<file path="src/rtl/npc_wb_pkg.sv">
// Writeback stage shared types.
// Load-type encodings and link offset.
package npc_wb_pkg;

  typedef enum logic [2:0] {
    LB  = 3'b000,
    LH  = 3'b001,
    LW  = 3'b010,
    LBU = 3'b100,
    LHU = 3'b101
  } load_e;

  localparam logic [31:0] LINK_OFS = 32'd4;

endpackage

</file>
<file path="src/rtl/writeback_stage_if.sv">
// Execute and load result handshakes
// feeding the writeback stage.
interface writeback_stage_if #(
  parameter int ADDR_WIDTH = 5,
  parameter int DATA_WIDTH = 32
);

  logic                  ex_valid;
  logic                  ex_ready;
  logic [ADDR_WIDTH-1:0] ex_rd;
  logic [DATA_WIDTH-1:0] ex_data;
  logic [31:0]           ex_pc;
  logic                  ex_jal;

  logic                  mem_valid;
  logic                  mem_ready;
  logic [ADDR_WIDTH-1:0] mem_rd;
  logic [31:0]           mem_rdata;
  logic [2:0]            mem_funct3;
  logic [1:0]            mem_addr_lo;

  modport master (
    output ex_valid, ex_rd, ex_data,
    output ex_pc, ex_jal,
    output mem_valid, mem_rd, mem_rdata,
    output mem_funct3, mem_addr_lo,
    input  ex_ready, mem_ready
  );

  modport slave (
    input  ex_valid, ex_rd, ex_data,
    input  ex_pc, ex_jal,
    input  mem_valid, mem_rd, mem_rdata,
    input  mem_funct3, mem_addr_lo,
    output ex_ready, mem_ready
  );

endinterface

</file>
<file path="src/rtl/load_align.sv">
// Load byte/half extraction and
// sign/zero extension.
module load_align
  import npc_wb_pkg::*;
(
  input  logic [31:0] rdata,
  input  logic [2:0]  funct3,
  input  logic [1:0]  addr_lo,
  output logic [31:0] data
);

  logic [7:0]  b;
  logic [15:0] h;

  // Select lane, then extend by load type.
  always_comb begin
    b    = rdata[{addr_lo, 3'b000} +: 8];
    h    = rdata[{addr_lo[1], 4'b0000} +: 16];
    data = '0;
    unique case (load_e'(funct3))
      LB:      data = {{24{b[7]}}, b};
      LH:      data = {{16{h[15]}}, h};
      LW:      data = rdata;
      LBU:     data = {24'd0, b};
      LHU:     data = {16'd0, h};
      default: data = '0;
    endcase
  end

endmodule

</file>
<file path="src/rtl/writeback_stage.sv">
// Writeback stage: one output slot,
// load-first arbitration, retire count.
module writeback_stage
  import npc_wb_pkg::*;
#(
  parameter int ADDR_WIDTH = 5,
  parameter int DATA_WIDTH = 32
) (
  input  logic                  clk,
  input  logic                  rst,
  writeback_stage_if.slave      bus,
  input  logic                  wb_stall,
  output logic                  rf_wen,
  output logic [ADDR_WIDTH-1:0] rf_waddr,
  output logic [DATA_WIDTH-1:0] rf_wdata,
  output logic [63:0]           retire_cnt
);

  logic                  slot_v;
  logic [ADDR_WIDTH-1:0] slot_rd;
  logic [DATA_WIDTH-1:0] slot_d;

  logic                  free;
  logic                  take_mem;
  logic                  take_ex;
  logic [31:0]           ld_data;
  logic [DATA_WIDTH-1:0] ex_wd;
  logic [DATA_WIDTH-1:0] mem_wd;

  load_align u_align (
    .rdata   (bus.mem_rdata),
    .funct3  (bus.mem_funct3),
    .addr_lo (bus.mem_addr_lo),
    .data    (ld_data)
  );

  // Arbitration and write data selection.
  always_comb begin
    free          = !slot_v || !wb_stall;
    bus.mem_ready = !rst && free;
    bus.ex_ready  = !rst && free &&
                    !bus.mem_valid;
    take_mem      = bus.mem_ready &&
                    bus.mem_valid;
    take_ex       = bus.ex_ready &&
                    bus.ex_valid;
    ex_wd         = bus.ex_jal ?
      DATA_WIDTH'(bus.ex_pc + LINK_OFS) :
      bus.ex_data;
    if (bus.ex_rd == '0) ex_wd = '0;
    mem_wd        = DATA_WIDTH'(ld_data);
    if (bus.mem_rd == '0) mem_wd = '0;
  end

  // Output slot: replace, drain or hold.
  always_ff @(posedge clk or posedge rst) begin
    if (rst) begin
      slot_v  <= 1'b0;
      slot_rd <= '0;
      slot_d  <= '0;
    end else if (take_mem) begin
      slot_v  <= 1'b1;
      slot_rd <= bus.mem_rd;
      slot_d  <= mem_wd;
    end else if (take_ex) begin
      slot_v  <= 1'b1;
      slot_rd <= bus.ex_rd;
      slot_d  <= ex_wd;
    end else if (free) begin
      slot_v  <= 1'b0;
    end
  end

  assign rf_wen   = slot_v &&
                    (slot_rd != '0) &&
                    !wb_stall;
  assign rf_waddr = slot_rd;
  assign rf_wdata = slot_d;

  // Count every presented write.
  always_ff @(posedge clk or posedge rst) begin
    if (rst)         retire_cnt <= '0;
    else if (rf_wen) retire_cnt <= retire_cnt + 64'd1;
  end

endmodule

</file>
<file path="src/flat_wrapper.sv">
// flat-port wrapper written by rule: the top's interface ports become plain ports
module writeback_stage_flat import npc_wb_pkg::*;
#(
  parameter int ADDR_WIDTH = 5,
  parameter int DATA_WIDTH = 32
)
  (clk, rst, wb_stall, rf_wen, rf_waddr, rf_wdata, retire_cnt, bus_ex_valid, bus_ex_rd, bus_ex_data, bus_ex_pc, bus_ex_jal, bus_mem_valid, bus_mem_rd, bus_mem_rdata, bus_mem_funct3, bus_mem_addr_lo, bus_ex_ready, bus_mem_ready);
  writeback_stage_if #(.ADDR_WIDTH(ADDR_WIDTH), .DATA_WIDTH(DATA_WIDTH)) bus_i ();
  input  logic clk;
  input  logic rst;
  input  logic wb_stall;
  output logic rf_wen;
  output logic [ADDR_WIDTH-1:0] rf_waddr;
  output logic [DATA_WIDTH-1:0] rf_wdata;
  output logic [63:0] retire_cnt;
  input wire logic [$bits(bus_i.ex_valid)-1:0] bus_ex_valid;
  input wire logic [$bits(bus_i.ex_rd)-1:0] bus_ex_rd;
  input wire logic [$bits(bus_i.ex_data)-1:0] bus_ex_data;
  input wire logic [$bits(bus_i.ex_pc)-1:0] bus_ex_pc;
  input wire logic [$bits(bus_i.ex_jal)-1:0] bus_ex_jal;
  input wire logic [$bits(bus_i.mem_valid)-1:0] bus_mem_valid;
  input wire logic [$bits(bus_i.mem_rd)-1:0] bus_mem_rd;
  input wire logic [$bits(bus_i.mem_rdata)-1:0] bus_mem_rdata;
  input wire logic [$bits(bus_i.mem_funct3)-1:0] bus_mem_funct3;
  input wire logic [$bits(bus_i.mem_addr_lo)-1:0] bus_mem_addr_lo;
  output wire logic [$bits(bus_i.ex_ready)-1:0] bus_ex_ready;
  output wire logic [$bits(bus_i.mem_ready)-1:0] bus_mem_ready;
  assign bus_i.ex_valid = bus_ex_valid;
  assign bus_i.ex_rd = bus_ex_rd;
  assign bus_i.ex_data = bus_ex_data;
  assign bus_i.ex_pc = bus_ex_pc;
  assign bus_i.ex_jal = bus_ex_jal;
  assign bus_i.mem_valid = bus_mem_valid;
  assign bus_i.mem_rd = bus_mem_rd;
  assign bus_i.mem_rdata = bus_mem_rdata;
  assign bus_i.mem_funct3 = bus_mem_funct3;
  assign bus_i.mem_addr_lo = bus_mem_addr_lo;
  assign bus_ex_ready = bus_i.ex_ready;
  assign bus_mem_ready = bus_i.mem_ready;
  writeback_stage #(.ADDR_WIDTH(ADDR_WIDTH), .DATA_WIDTH(DATA_WIDTH)) u_core (.clk(clk), .rst(rst), .bus(bus_i), .wb_stall(wb_stall), .rf_wen(rf_wen), .rf_waddr(rf_waddr), .rf_wdata(rf_wdata), .retire_cnt(retire_cnt));
endmodule
</file>
<file path="config.mk">
export PLATFORM = sky130hd
export DESIGN_NAME = writeback_stage_flat
export DESIGN_NICKNAME = d
export VERILOG_FILES = /design/src/rtl/npc_wb_pkg.sv /design/src/rtl/writeback_stage_if.sv /design/src/rtl/load_align.sv /design/src/rtl/writeback_stage.sv /design/src/flat_wrapper.sv
export SDC_FILE = /design/constraint.sdc
export NUM_CORES = 1
export LEC_CHECK = 0
export CORE_MARGIN = 5
export CORE_UTILIZATION = 46
export CTS_CLUSTER_SIZE = 40
export DETAILED_ROUTE_END_ITERATION = 8
export PLACE_DENSITY = 0.81
export SLEW_MARGIN = 20
export SYNTH_ARGS = -nofsm -noshare
export SYNTH_HDL_FRONTEND = slang
export SYNTH_SLANG_ARGS = --single-unit
</file>
<file path="constraint.sdc">
create_clock -name clk -period 3.65 [get_ports clk]
set_input_delay 0.5475 -clock clk [delete_from_list [all_inputs] [get_ports clk]]
set_output_delay 0.5475 -clock clk [all_outputs]
set_load 0.05 [all_outputs]
</file>
### After elaboration in Yosys (flattened, before gate mapping)

Index checks and enable logic that the tools add are counted.

* div/mod/pow operators: 0
* muxes and demuxes: 11
* $lt $le $gt $ge: 0
* equality and inequality tests: 4
* add/subtract/negate cells: 2
* bitwise operators: 0
* shift-type cells: 2
* reduce and logical (&&, ||, !) cells: 17
* $mul: 0

Operator list (count)
* 32-bit 2-to-1 mux: 5
* 32-bit case mux with 5 select lines: 1
* 64-bit by 1-bit adder with 64-bit output (second input constant): 1
* 32-bit by 3-bit adder with 32-bit output (second input constant): 1
* 32-bit by 6-bit variable part select with 16-bit output: 1
* 32-bit by 6-bit variable part select with 8-bit output: 1
* 5-bit logical NOT: 2
* 5-bit 2-to-1 mux: 2
* 3-bit equality test (second input constant): 2
* 1-bit logical AND: 6
* 5-bit nonzero test: 1
* 1-bit logical NOT: 4
* 3-bit by 1-bit equality test with 1-bit output (second input constant): 1
* 3-bit by 2-bit equality test with 1-bit output (second input constant): 1
* 3-bit logical NOT: 1
* 1-bit 2-to-1 mux: 3
* 3-bit nonzero test: 1
* 2-bit nonzero test: 1
* 1-bit logical OR: 1

* ROM bits: 0
* latch bits: 0
* memory bits (writable): 0
* memories: 0
* output and inout port bits: 104
* bits in registers: 102

### Depth between registers and ports, before layout

* word-level depth: 7
* mapped depth: 7
* depth with buffers taken out: 6

### By module

From an unflattened synthesis, not the netlist that was laid out.

* cells, all modules: 692
* area, all modules: 6338.6 um^2

Modules (own cells, without submodules)
* writeback_stage: times used 1, area an instance 5516.5 um^2, cells each 575, sequential area each 2552.4 um^2
* load_align: times used 1, area an instance 822.0 um^2, cells each 117, sequential area each 0.0 um^2

### Least setup slack after synthesis

OpenSTA, ideal clock, no wires.

* kind: flip-flop to output port
* start: register u_core.slot_rd[2] (netlist: u_core.rf_waddr[2])
* end: output port rf_wen
* stages on the path, launching flop included: 4
* path slack: 1.354 ns
* data arrival time: 1.749 ns
* cells stage by stage: dfrtp_1 or4_4 o21ai_0 inv_1

* longest elaborated chain between the ends: 3

RTL lines
* from (decl): RTL line writeback_stage.sv:20 `logic [ADDR_WIDTH-1:0] slot_rd;`
* from (signal assigned): RTL line writeback_stage.sv:63 `slot_rd <= bus.mem_rd;`
* from (signal assigned): RTL line writeback_stage.sv:67 `slot_rd <= bus.ex_rd;`
* 5-bit nonzero test: RTL line writeback_stage.sv:75 `(slot_rd != '0) &&`
* 1-bit logical AND: RTL line writeback_stage.sv:74 `assign rf_wen = slot_v &&`
* 1-bit logical AND: RTL line writeback_stage.sv:75
* to (decl): RTL line flat_wrapper.sv:12 `output logic rf_wen;`

Every way passes these cells.

### Worst setup path in the final report

Ends and elaborated chain as after synthesis.

==> out/results.ini <==
[clocking]
cts_resized = 0
cts_tree = built
clk_latency_ns = 0.35
cts_root_buffer = clkbuf_16
ctsHtreeMaxLevel = 3
cts.sinks = 102
cts_buffer_depth = 2
postCtsSetupBuffers = 0
hold_buffers = 0
numCtsBuffers = 9
path_clk_slew_ns = 0.07

[run]
maxCapViolCount = 0

[logic_synthesis]
synth_seq_cells = 102
avgSynthCellArea_um2 = 9.44
netlist_instances = 673
ys_warn_count = 0
synthArstFlopShare_pct = 100
ys_seq_area_share_pct = 40.2
synth-edff-count = 0
yosysMostFrequentCell = dfrtp_1
netlist_top_cells_count = dfrtp_1, nand2_1, xor2_1
synth_top_area_cell = dfrtp_1
syn-num-nets = 792
ys.flop_type = dfrtp_1
synthTopCellsByArea = dfrtp_1, xor2_1, nand2_1, xnor2_1, mux2i_1
synthDistinctLibCells = 64
yosys.area.top_type_share_pct = 40.2
syn-cell-area_um2 = 6350

[floorplan]
start_util_pct = 46.3
fp-row-count = 43
die_area_um2 = 16300
core_area_um2 = 13700
dieHeight_um = 127
die_x_um = 127
pin_count = 221

[sta]
tns_ns = 0
fin_crit_ns = 3.03
tightest_slew_ns = 0.898
hold_violations = 0
finalHoldWorstSlack_ns = 0.475
skew_ns = 0.00900
fmax_mhz = 330
relSlewSlack_pct = 38.4
setup_viol = 0
grt_setup_unrepaired = false
final_max_slew_viol_count = 0
timing.final.crit_share_pct = 83.1

[critical_path]
critPathMaxFanout = 3
cp.arrival_ns = 2.49
max_stage_delay_ns = 0.72
cp_cell_sequence = or4_4, o21ai_0, inv_1, clkdlybuf4s50_1
startpoint = u_core.rf_waddr[2]
endpoint_kind = output port
worstPathRequired_ns = 3.10
r2r_start = u_core.retire_cnt[19]
start_kind = register
slowest_stage = clkdlybuf4s50_1
critPathKind = reg2out

[cells_and_area]
nets = 995
fin_util_pct = 65.0
fillers = 1114
diodes = 0
drive_gt1_share_pct = 6.92
stdcell_area_um2 = 8920
syn2layout_area_growth_pct = 40.4

[min_path]
hp-start = u_core.retire_cnt[63]
hold_class = reg2reg

[global_routing]
grt_antenna_before_repair = 0
overflow = 0
grt_start_max_net_pins = 60
first_global_vias = 6125
grt_usage_pct = 24.5
grt_pass1_wl_um = 31800

[power_and_ir_drop]
max-vdd-ir-drop_mv = 0.218
p_comb_share_pct = 34.0
power.density_nw_per_um2 = 382
power_frac_clock_pct = 26.6
power.leakage_nw = 3.72
netSwitchingFraction_pct = 36.6
pwr-share-seq_pct = 39.5
intPower_mw = 2.16
power.switching_mw = 1.25

[drt]
route.detailed.drc = 0
routed_wl_um = 20100
first_pass_iters = 5
drt-initial-drc-count = 527
viasPerCell = 5.76
wl_per_cell_um = 18.9
vias = 6113
route.antenna.remaining_nets = 0

[placement]
place_hpwl_um = 15800
place_congestion = 0.967
portBuffers = 220
place_area_um2 = 8640

[run_status]
status = finished, final reports clean

-- cell type report --
| class | instances | area (um2) | area share [%] |
|---|---|---|---|
| clock buffers | 10 | 229 | 2.57 |
| inverters | 8 | 32.5 | 0.365 |
| well taps | 180 | 225 | 2.53 |
| flip-flops and latches | 102 | 2550 | 28.6 |
| clock inverters | 6 | 47.5 | 0.533 |
| multi-input cells | 530 | 3580 | 40.2 |
| repair buffers | 225 | 2250 | 25.2 |
-- flip-flops by register name (all words and copies together) (netlist names) --
signal,flops
u_core.slot_v,1
u_core.rf_wdata,32
u_core.retire_cnt,64
u_core.rf_waddr,5
-- power groups by stage --
stage	clock network [mW]	registers (mW)	logic (mW)
after detailed placement	0	1.36	1.16
final	0.907	1.35	1.16
after CTS	0.916	1.34	1.16
after global routing	0.968	1.36	1.22
after global placement	0	1.36	1.15
after floorplan	0	1.73	0.304
-- per-stage QoR --
step | total power, mW | std cells | setup WS (ns)
final | 3.41 | 1061 | 0.617
after floorplan | 2.03 | 673 | 0.427
after CTS | 3.42 | 1061 | 0.607
after global placement | 2.52 | 1045 | 0.718
after detailed placement | 2.52 | 1045 | 0.651
after global routing | 3.55 | 1061 | 0.522
-- cell usage in the layout (no fill, tap or decap), drive strengths merged, types with 4 or more instances in the layout --
cell           synthesis  final
nand2                 75     75
o21ai                 39     39
and4                  10     10
a221oi                 9      9
clkbuf                12     10
clkinv                 0      5
and2                   8      8
a21oi                 20     20
nor2b                  4      4
a221o                 13     13
clkdlybuf4s50          0    219
o211ai                 5      5
nor2                  53     53
o22a                   5      5
and3                  17     17
nand3                 41     41
mux2i                 22     22
dfrtp                102    102
nor3                  27     27
inv                    8      9
or4                    4      4
xnor2                 29     29
buf                   21      6
nand4                 29     29
xor2                  60     60
a22oi                 11     11
nor4                  12     12
-- final timing paths --
check,depth (start not counted),endpoint,slack [ns]
min reg2reg,1,u_core.retire_cnt[63],0.48
min,1,u_core.retire_cnt[63],0.48
max reg2reg,5,u_core.retire_cnt[46],1.41
max in group asynchronous,3,u_core.retire_cnt[42],2.25
max,4,rf_wen,0.62
min in group asynchronous,2,u_core.rf_waddr[3],0.70
-- logic make-up after synthesis --
logic type / synth area share (%)
AND/OR/NAND/NOR: 25.5
adder cells (fa/ha/maj): 0.394
flip-flops: 40.2
buffers and inverters: 3.53
XOR/XNOR: 12.3
AO/OA/AOI/OAI: 13.6
multiplexers: 4.53
-- layer usage --
metal  up-vias  track usage, %  part of all wire [%]
li1       2858               -                     -
met1      2870            29.5                    39
met2       314            40.1                    48
met3        71            6.94                   9.1
met4         0            12.2                   4.7
met5         -               0                     0
-- critical path: cells and delay by family (launching register included) --
kind	cells	cell delay [ns]
buffers and inverters	2	0.83
AND/OR/NAND/NOR	1	0.55
flip-flops	1	0.41
AO/OA/AOI/OAI	1	0.35
(Power assumes the default switching activity.)
